[src/rtl/alu_arbiter_if.sv]
// alu_arbiter_if: two requester channels plus the shared response channel of alu_arbiter.
interface alu_arbiter_if;
   logic        req0_valid, req0_ready, req1_valid, req1_ready;
   logic [31:0] req0_a, req0_b, req1_a, req1_b;
   logic [1:0]  req0_op, req1_op;
   logic        rsp_valid, rsp_ready, rsp_id;
   logic [31:0] rsp_result;
   modport master (
      output req0_valid, req0_a, req0_b, req0_op,
      output req1_valid, req1_a, req1_b, req1_op,
      output rsp_ready,
      input  req0_ready, req1_ready, rsp_valid, rsp_id, rsp_result
   );
   modport slave (
      input  req0_valid, req0_a, req0_b, req0_op,
      input  req1_valid, req1_a, req1_b, req1_op,
      input  rsp_ready,
      output req0_ready, req1_ready, rsp_valid, rsp_id, rsp_result
   );
endinterface

[src/rtl/alu_arbiter.sv]
// alu_arbiter: two requesters share one 32-bit ALU, one operation in flight (IDLE/EXEC/RESP).
// Define ALU_ARBITER_FIXED_PRIO_EN for fixed priority (requester 0 wins); default is round-robin.
module alu_arbiter #(
   parameter int CNT_W = 16
) (
   input  logic             clk,
   input  logic             rst_n,
   alu_arbiter_if.slave     bus,
   output logic             busy,
   output logic [CNT_W-1:0] cnt0,
   output logic [CNT_W-1:0] cnt1
);
   typedef enum logic [1:0] {IDLE, EXEC, RESP} state_t;
   state_t      state, state_nx;
   logic        gnt, acc, done;
   logic [31:0] a_q, b_q, alu;
   logic [1:0]  op_q;
`ifndef ALU_ARBITER_FIXED_PRIO_EN
   logic        last_grant;
`endif
   always_comb begin
`ifdef ALU_ARBITER_FIXED_PRIO_EN
      gnt = ~bus.req0_valid;
`else
      gnt = (bus.req0_valid & bus.req1_valid) ? ~last_grant : bus.req1_valid;
`endif
      // ready is gated by rst_n so nothing is accepted while reset is held
      bus.req0_ready = rst_n & (state == IDLE) & bus.req0_valid & ~gnt;
      bus.req1_ready = rst_n & (state == IDLE) & bus.req1_valid & gnt;
      acc = bus.req0_ready | bus.req1_ready;
      done = (state == RESP) & bus.rsp_ready;
      state_nx = (state == IDLE && acc)  ? EXEC :
                 (state == EXEC)         ? RESP :
                 (state == RESP && done) ? IDLE : state;
      alu = op_q[1] ? (op_q[0] ? a_q >> b_q : a_q << b_q)
                    : (op_q[0] ? a_q - b_q  : a_q + b_q);
   end
   assign busy = (state != IDLE);
   always_ff @(posedge clk or negedge rst_n) begin
      if (!rst_n) begin
         state          <= IDLE;
         a_q            <= '0;
         b_q            <= '0;
         op_q           <= '0;
         bus.rsp_valid  <= 1'b0;
         bus.rsp_id     <= 1'b0;
         bus.rsp_result <= '0;
         cnt0           <= '0;
         cnt1           <= '0;
      end else begin
         state <= state_nx;
         if (acc) begin
            a_q        <= gnt ? bus.req1_a  : bus.req0_a;
            b_q        <= gnt ? bus.req1_b  : bus.req0_b;
            op_q       <= gnt ? bus.req1_op : bus.req0_op;
            bus.rsp_id <= gnt;
         end
         if (state == EXEC) begin
            bus.rsp_result <= alu;
            bus.rsp_valid  <= 1'b1;
         end
         if (done) bus.rsp_valid <= 1'b0;
         if (done && !bus.rsp_id && !(&cnt0)) cnt0 <= cnt0 + CNT_W'(1);
         if (done && bus.rsp_id && !(&cnt1)) cnt1 <= cnt1 + CNT_W'(1);
      end
   end
`ifndef ALU_ARBITER_FIXED_PRIO_EN
   always_ff @(posedge clk or negedge rst_n) begin
      if (!rst_n) last_grant <= 1'b1;
      else if (acc) last_grant <= gnt;
   end
`endif
endmodule

[src/flat_wrapper.sv]
// flat-port wrapper written by rule: the top's interface ports become plain ports
module alu_arbiter_flat 
#(
   parameter int CNT_W = 16
)
  (clk, rst_n, busy, cnt0, cnt1, bus_req0_valid, bus_req0_a, bus_req0_b, bus_req0_op, bus_req1_valid, bus_req1_a, bus_req1_b, bus_req1_op, bus_rsp_ready, bus_req0_ready, bus_req1_ready, bus_rsp_valid, bus_rsp_id, bus_rsp_result);
  alu_arbiter_if bus_i ();
  input  logic clk;
  input  logic rst_n;
  output logic busy;
  output logic [CNT_W-1:0] cnt0;
  output logic [CNT_W-1:0] cnt1;
  input wire logic [$bits(bus_i.req0_valid)-1:0] bus_req0_valid;
  input wire logic [$bits(bus_i.req0_a)-1:0] bus_req0_a;
  input wire logic [$bits(bus_i.req0_b)-1:0] bus_req0_b;
  input wire logic [$bits(bus_i.req0_op)-1:0] bus_req0_op;
  input wire logic [$bits(bus_i.req1_valid)-1:0] bus_req1_valid;
  input wire logic [$bits(bus_i.req1_a)-1:0] bus_req1_a;
  input wire logic [$bits(bus_i.req1_b)-1:0] bus_req1_b;
  input wire logic [$bits(bus_i.req1_op)-1:0] bus_req1_op;
  input wire logic [$bits(bus_i.rsp_ready)-1:0] bus_rsp_ready;
  output wire logic [$bits(bus_i.req0_ready)-1:0] bus_req0_ready;
  output wire logic [$bits(bus_i.req1_ready)-1:0] bus_req1_ready;
  output wire logic [$bits(bus_i.rsp_valid)-1:0] bus_rsp_valid;
  output wire logic [$bits(bus_i.rsp_id)-1:0] bus_rsp_id;
  output wire logic [$bits(bus_i.rsp_result)-1:0] bus_rsp_result;
  assign bus_i.req0_valid = bus_req0_valid;
  assign bus_i.req0_a = bus_req0_a;
  assign bus_i.req0_b = bus_req0_b;
  assign bus_i.req0_op = bus_req0_op;
  assign bus_i.req1_valid = bus_req1_valid;
  assign bus_i.req1_a = bus_req1_a;
  assign bus_i.req1_b = bus_req1_b;
  assign bus_i.req1_op = bus_req1_op;
  assign bus_i.rsp_ready = bus_rsp_ready;
  assign bus_req0_ready = bus_i.req0_ready;
  assign bus_req1_ready = bus_i.req1_ready;
  assign bus_rsp_valid = bus_i.rsp_valid;
  assign bus_rsp_id = bus_i.rsp_id;
  assign bus_rsp_result = bus_i.rsp_result;
  alu_arbiter #(.CNT_W(CNT_W)) u_core (.clk(clk), .rst_n(rst_n), .bus(bus_i), .busy(busy), .cnt0(cnt0), .cnt1(cnt1));
endmodule
[config.mk]
export PLATFORM = sky130hd
export DESIGN_NAME = alu_arbiter_flat
export DESIGN_NICKNAME = d
export VERILOG_FILES = /design/src/rtl/alu_arbiter_if.sv /design/src/rtl/alu_arbiter.sv /design/src/flat_wrapper.sv
export SDC_FILE = /design/constraint.sdc
export NUM_CORES = 1
export LEC_CHECK = 0
export CAP_MARGIN = 0
export CORE_ASPECT_RATIO = 1.5
export CORE_UTILIZATION = 32
export CTS_BUF_LIST = sky130_fd_sc_hd__clkbuf_16
export CTS_CLUSTER_SIZE = 10
export DETAILED_ROUTE_END_ITERATION = 16
export GPL_TIMING_DRIVEN = 0
export PLACE_DENSITY_LB_ADDON = 0.12
export SYNTH_ARGS = -nofsm -noshare
export SYNTH_HDL_FRONTEND = slang
export SYNTH_SLANG_ARGS = --single-unit
[constraint.sdc]
create_clock -name clk -period 12.26 [get_ports clk]
set_input_delay 2.452 -clock clk [delete_from_list [all_inputs] [get_ports clk]]
set_output_delay 2.452 -clock clk [all_outputs]
set_load 0.03 [all_outputs]
==> flow_summary.json <==
{
  "clkPwrFrac": 0.100,
  "status": "completed",
  "rsz0062_at_grt": "no",
  "synthFlopType": "dfrtp_1",
  "skew_ns": 0.0137,
  "hold_violations": 0,
  "p_sw_mw": 2.85,
  "post_drt_wl_per_cell_um": 25.5,
  "power.density_nw_per_um2": 346,
  "drc": 0,
  "power.internal_mw": 2.29,
  "num_vias": 12041,
  "timing.setup.tns_ns": 0,
  "seq_area_frac_synth": 0.291,
  "hold_depth": 2,
  "multi_input_area_um2": 7720,
  "finish.utilization": 0.415,
  "setup_slack_ns": 4.27,
  "cts_buffers": 17,
  "final_nets": 1771,
  "gp_congestion": 1.06,
  "cp-end-kind": "output port",
  "setup-violations-final": 0,
  "yosys.area.top_type": "dfrtp_1",
  "cts.sinks": 135,
  "wirelength_mm": 53.2,
  "start_util": 0.323,
  "ys_ff_latch": 135,
  "seqCellArea_um2": 3380,
  "synth_edf_count": 0,
  "hp-class": "reg -> reg",
  "first_pass_iters": 7,
  "drt_iter0_drc": 917,
  "dp_slack_ns": 4.12,
  "synth_top_area_share": 0.289,
  "netlist_area_um2": 11600,
  "n_fill_cell": 3742,
  "maxCapViolCount": 0,
  "grt_max_degree": 77,
  "avgSynthCellArea_um2": 8.44,
  "core-area_um2": 35800,
  "leakagePower_nw": 5.97,
  "async_flop_share": 1.00,
  "min_period_over_period": 0.652,
  "cts_root_buf": "clkbuf_16",
  "rr_worst_depth": 19,
  "tightest_slew_ns": 1.24,
  "io_buffers": 205,
  "power_frac_seq": 0.185,
  "layout_common_cells": "clkdlybuf4s50_1, nor2_1, a21oi_1",
  "p_comb_frac": 0.715,
  "die_h_um": 235,
  "critical_path_class": "in -> out",
  "ys_top_cells_by_area": "dfrtp_1, mux2i_1, a21oi_1, nor2_1, xnor2_1",
  "worst_slew_margin_rel": 0.166,
  "finalPower_mw": 5.14,
  "die-area_um2": 37000,
  "ys_warn_count": 0,
  "crit_required_ns": 9.81,
  "clock_latency_ns": 0.45,
  "drive_gt1_frac": 0.0819,
  "ios": 206,
  "grt-ovfl-total": 0,
  "cts_resized": 0,
  "yosysUniqueCellTypes": 76,
  "cp_max_fo": 10,
  "area_delta_synth_final_pct": 28.1,
  "cts_hold_buf": 0,
  "htreeDepth": 4,
  "tritoncts": "done",
  "fin_hold_ws_ns": 0.485,
  "antenna_found_initial": 1,
  "grt.total_usage": 0.294,
  "finalCriticalPeriod_ns": 7.99,
  "ant_nets": 0,
  "synthesis.nets": 1546,
  "grt_pass1_vias": 12100,
  "critical_path_arrival_ns": 5.54,
  "die_w_um": 157,
  "cts_max_path_buffers": 2,
  "dp_hpwl_mm": 42.7,
  "grt_first_pass_wirelength_mm": 78.9,
  "final_common_cell": "clkdlybuf4s50_1",
  "synthCells": 1374,
  "switching_share": 0.555,
  "fmax_mhz": 125,
  "clkTransAtPathRegs_ns": 0.07,
  "cp-start-kind": "input port",
  "irDropWorstVdd_mv": 0.116,
  "maxSlewViolCount": 0,
  "post_cts_buffers": 0,
  "via_per_inst": 5.76,
  "n_antenna_cell": 0,
  "rows": 85
}
cells by family (layout without fill, tap and decap cells):
kind of cell,count (synthesis),after routing,synth area share
multiplexers,184,184,0.185
XOR/XNOR,86,86,0.0656
AND/OR/NAND/NOR,423,423,0.168
flip-flops,135,135,0.291
adder cells (fa/ha/maj),35,35,0.0384
buffers and inverters,119,357,0.0426
AO/OA/AOI/OAI,392,392,0.209
critical path, stage by stage:
cell             delay [ns]
clkdlybuf4s50_1        0.49
a21boi_0               0.17
clkbuf_1               0.32
buf_1                  0.68
buf_1                  0.65
nor2_1                 0.14
clkdlybuf4s50_1        0.63
sequential cells by signal, summed over array words and instances, names as in the netlist:
signal / cells
u_core.a_q: 32
u_core.b_q: 32
u_core.bus.rsp_id: 1
u_core.bus.rsp_result: 32
u_core.bus.rsp_valid: 1
u_core.cnt0: 16
u_core.cnt1: 16
u_core.last_grant: 1
u_core.op_q: 2
u_core.state: 2
cell usage after synthesis (22+ instances only):
cell type and number:
inv_1 26, clkbuf_1 57, a31oi_1 22, nand3_1 26
ha_1 34, a21oi_1 158, xnor2_1 63, nor2_1 179
nand2_1 96, dfrtp_1 134, and3_1 23, o21ai_0 65
xor2_1 22, mux2_2 33, mux2i_1 130, nor3_1 24
worst paths after layout:
path                                                from                         to  slack [ns]
worst max-delay path                      bus_req1_valid             bus_req0_ready        4.27
worst min-delay path            u_core.bus.rsp_result[4]   u_core.bus.rsp_result[4]        0.48
worst max register to register             u_core.b_q[1]  u_core.bus.rsp_result[27]        6.76
worst min register to register  u_core.bus.rsp_result[4]   u_core.bus.rsp_result[4]        0.48
max in group asynchronous                          rst_n  u_core.bus.rsp_result[29]        9.41
min in group asynchronous                          rst_n             u_core.cnt0[6]        1.98
power groups by stage:
| stage | combinational [mW] | clock [mW] | sequential, mW |
|---|---|---|---|
| 2_1_floorplan | 2.33 | 0 | 0.920 |
| 6_report | 3.67 | 0.513 | 0.950 |
| 3_5_place_dp | 3.58 | 0 | 0.940 |
| 4_1_cts | 3.60 | 0.524 | 0.933 |
| 3_3_place_gp | 3.60 | 0 | 0.936 |
| 5_1_grt | 3.94 | 0.541 | 0.963 |
routing by layer:
metal  share of wire  global-route usage  routed length [µm]  vias to the layer above
li1                -                   -                   -                     5506
met1            0.38               0.333               20000                     5696
met2            0.48               0.493               25700                      630
met3           0.060              0.0508                3170                      207
met4           0.081               0.214                4300                        2
met5         0.00024                   0                  13                        -
through the flow:
stage / cell area, µm² / cells
finish: 14900 / 2090
global route: 14900 / 2090
CTS: 14900 / 2090
detailed placement: 14300 / 2058
global placement: 14200 / 2057
floorplan: 11600 / 1374
layout make-up:
cell class / count / area share
tap: 478 / 0.0403
clock buffer: 17 / 0.0286
clock inverter: 15 / 0.0104
sequential: 135 / 0.227
buffer: 91 / 0.0262
multi-input combinational: 1120 / 0.520
timing repair buffer: 206 / 0.140
inverter: 28 / 0.00707
No activity file was read; power rests on OpenSTA's default activity.
==> patch (same flow settings) <==
The 3 states of `state_t` get a one-hot encoding in 3 bits.
--- a/src/rtl/alu_arbiter.sv
+++ b/src/rtl/alu_arbiter.sv
@@ -11,5 +11,5 @@
    output logic [CNT_W-1:0] cnt1
 );
-   typedef enum logic [1:0] {IDLE, EXEC, RESP} state_t;
+   typedef enum logic [2:0] {IDLE = 3'b001, EXEC = 3'b010, RESP = 3'b100} state_t;
    state_t      state, state_nx;
    logic        gnt, acc, done;
Function: no difference found for any inputs over 4 cycles, from zero or initial values and one cycle with rst_n low; so few cycles prove little.
==> patch against the original RTL <==
Wire length decreased by 2.4%; worst setup slack improved by 130 ps; count of clock-buffer cells in the layout unchanged; sequential cell count increased by 1; register-to-register slack improved by 390 ps; design area increased by 0.50%; area after synthesis increased by 0.57%; first-iteration DRC count decreased by 16%; critical endpoint unchanged.
Power is left out: it rests on default switching activity, and per cell area and clock period it moved more than threefold.
==> patch: results (changes against the original RTL) <==
stage,metric,value,unit,change
setup_path,crit-reg2reg-launch,u_core.op_q[0],,was u_core.b_q[1]
synthesis,avgSynthCellArea,8.81,um2,was 8.44 um2
synthesis,synth.area.top_cells,"dfrtp_1 29%, mux4_2 10%, mux2i_1 10%",,"was dfrtp_1 29%, mux2i_1 11%, a21oi_1 6.8%"
routing,routed_wl,51900,um,"was 53,200 um"
cells_and_area,final_util,0.417,,was 0.415
cells_and_area,nFillCells,3744,,"was 3,742"
cts,cts_max_level,4,,unchanged
routing,drt_iter0_drc,772,,was 917
setup_path,crit_fanout,10,,unchanged
global_route,grt_pass1_vias,12025,,"was 12,100"
cells_and_area,layout-drive-gt1-share,0.0884,,was 0.0819
timing,fin_skew,16.9,ps,was 13.7 ps
placement,place_ws,4270,ps,was 4120 ps
outcome,outcome,finished clean,,unchanged
global_route,grt_first_pass_wirelength,76900,um,"was 78,900 um"
placement,dp.cells,2007,,"was 2,058"
setup_path,arrival,5400,ps,was 5540 ps
placement,place.gp.congestion,0.985,,was 1.06
timing,period_needed,7860,ps,was 7990 ps
setup_path,crit_start,bus_req1_valid,,unchanged
placement,dp_hpwl,42100,um,"was 42,700 um"
synthesis,synthTopCellsByCount,"152 x nand2_1, 137 x nor2_1, 134 x dfrtp_1",,"was 179 x nor2_1, 158 x a21oi_1, 134 x dfrtp_1"
synthesis,yosysSeqAreaShare,0.292,,was 0.291
placement,dpl_cell_area,0.0143,mm2,about the same
setup_path,r2r_cells,15,,was 19
setup_path,rrSetupSlack,7150,ps,was 6760 ps
synthesis,synth_fp_nets,1495,,"was 1,546"
routing,first_pass_iters,6,,was 7
cells_and_area,fin_nets,1720,,"was 1,771"
global_route,antenna_found_initial,0,,was 1
setup_path,crit_slowest_cell,clkbuf_1,,was buf_1
global_route,grt_usage,0.287,,was 0.294
synthesis,synth.distinct_cells,74,,was 76
routing,viasPerCell,5.68,,was 5.76
setup_path,regToRegEndpoint,u_core.bus.rsp_result[31],,was u_core.bus.rsp_result[27]
timing,worst_pin_slew,1190,ps,was 1240 ps
routing,wl_per_cell,25.5,um,about the same
global_route,grt_start_max_net_pins,95,,was 77
==> patch: changes by cell type after synthesis, sizes merged, moves of 6 or more <==
cell,delta
mux2,-29
a211oi,-9
nand2,+57
a21o,-10
mux2i,-12
o21ai,+59
a221oi,-9
mux4,+33
nor2,-42
clkbuf,-6
a21oi,-75
or2,-6
==> patch: final cells by class <==
cell class / count / share of cell area
inverter: 28 / 0.00704
tap: 478 / 0.0401
sequential: 136 / 0.228
clock buffer: 17 / 0.0285
clock inverter: 15 / 0.0111
buffer: 87 / 0.0277
multi-input combinational: 1072 / 0.518
timing repair buffer: 206 / 0.139
==> patch: worst min path at each step <==
stage	start	end	slack, ps	depth (start not counted)
after floorplan	u_core.b_q[26]	u_core.b_q[26]	480	2
after global placement	u_core.bus.rsp_result[1]	u_core.bus.rsp_result[1]	460	1
after detailed placement	u_core.bus.rsp_result[0]	u_core.bus.rsp_result[0]	460	2
after CTS	u_core.bus.rsp_result[0]	u_core.bus.rsp_result[0]	480	2
after global routing	u_core.bus.rsp_result[1]	u_core.bus.rsp_result[1]	500	1
final	u_core.bus.rsp_result[0]	u_core.bus.rsp_result[0]	480	2
==> patch: kinds of logic (layout without fill, tap and decap cells) <==
family,after synthesis,count (layout),synth area share
AOI/OAI and AO/OA,348,348,0.181
xor gates and xnor gates,86,86,0.0646
adders and majority gates,35,35,0.0382
buffers and inverters,115,353,0.0445
DFF,136,136,0.292
muxes,176,176,0.209
and+or+nand+nor,427,427,0.170
==> patch: metal layers <==
| metal | GRT usage | vias up | wire (um) |
|---|---|---|---|
| li1 | - | 5306 | - |
| met1 | 0.313 | 5505 | 19100 |
| met2 | 0.497 | 557 | 25800 |
| met3 | 0.0478 | 205 | 2870 |
| met4 | 0.204 | 0 | 4150 |
| met5 | 0 | - | 0 |
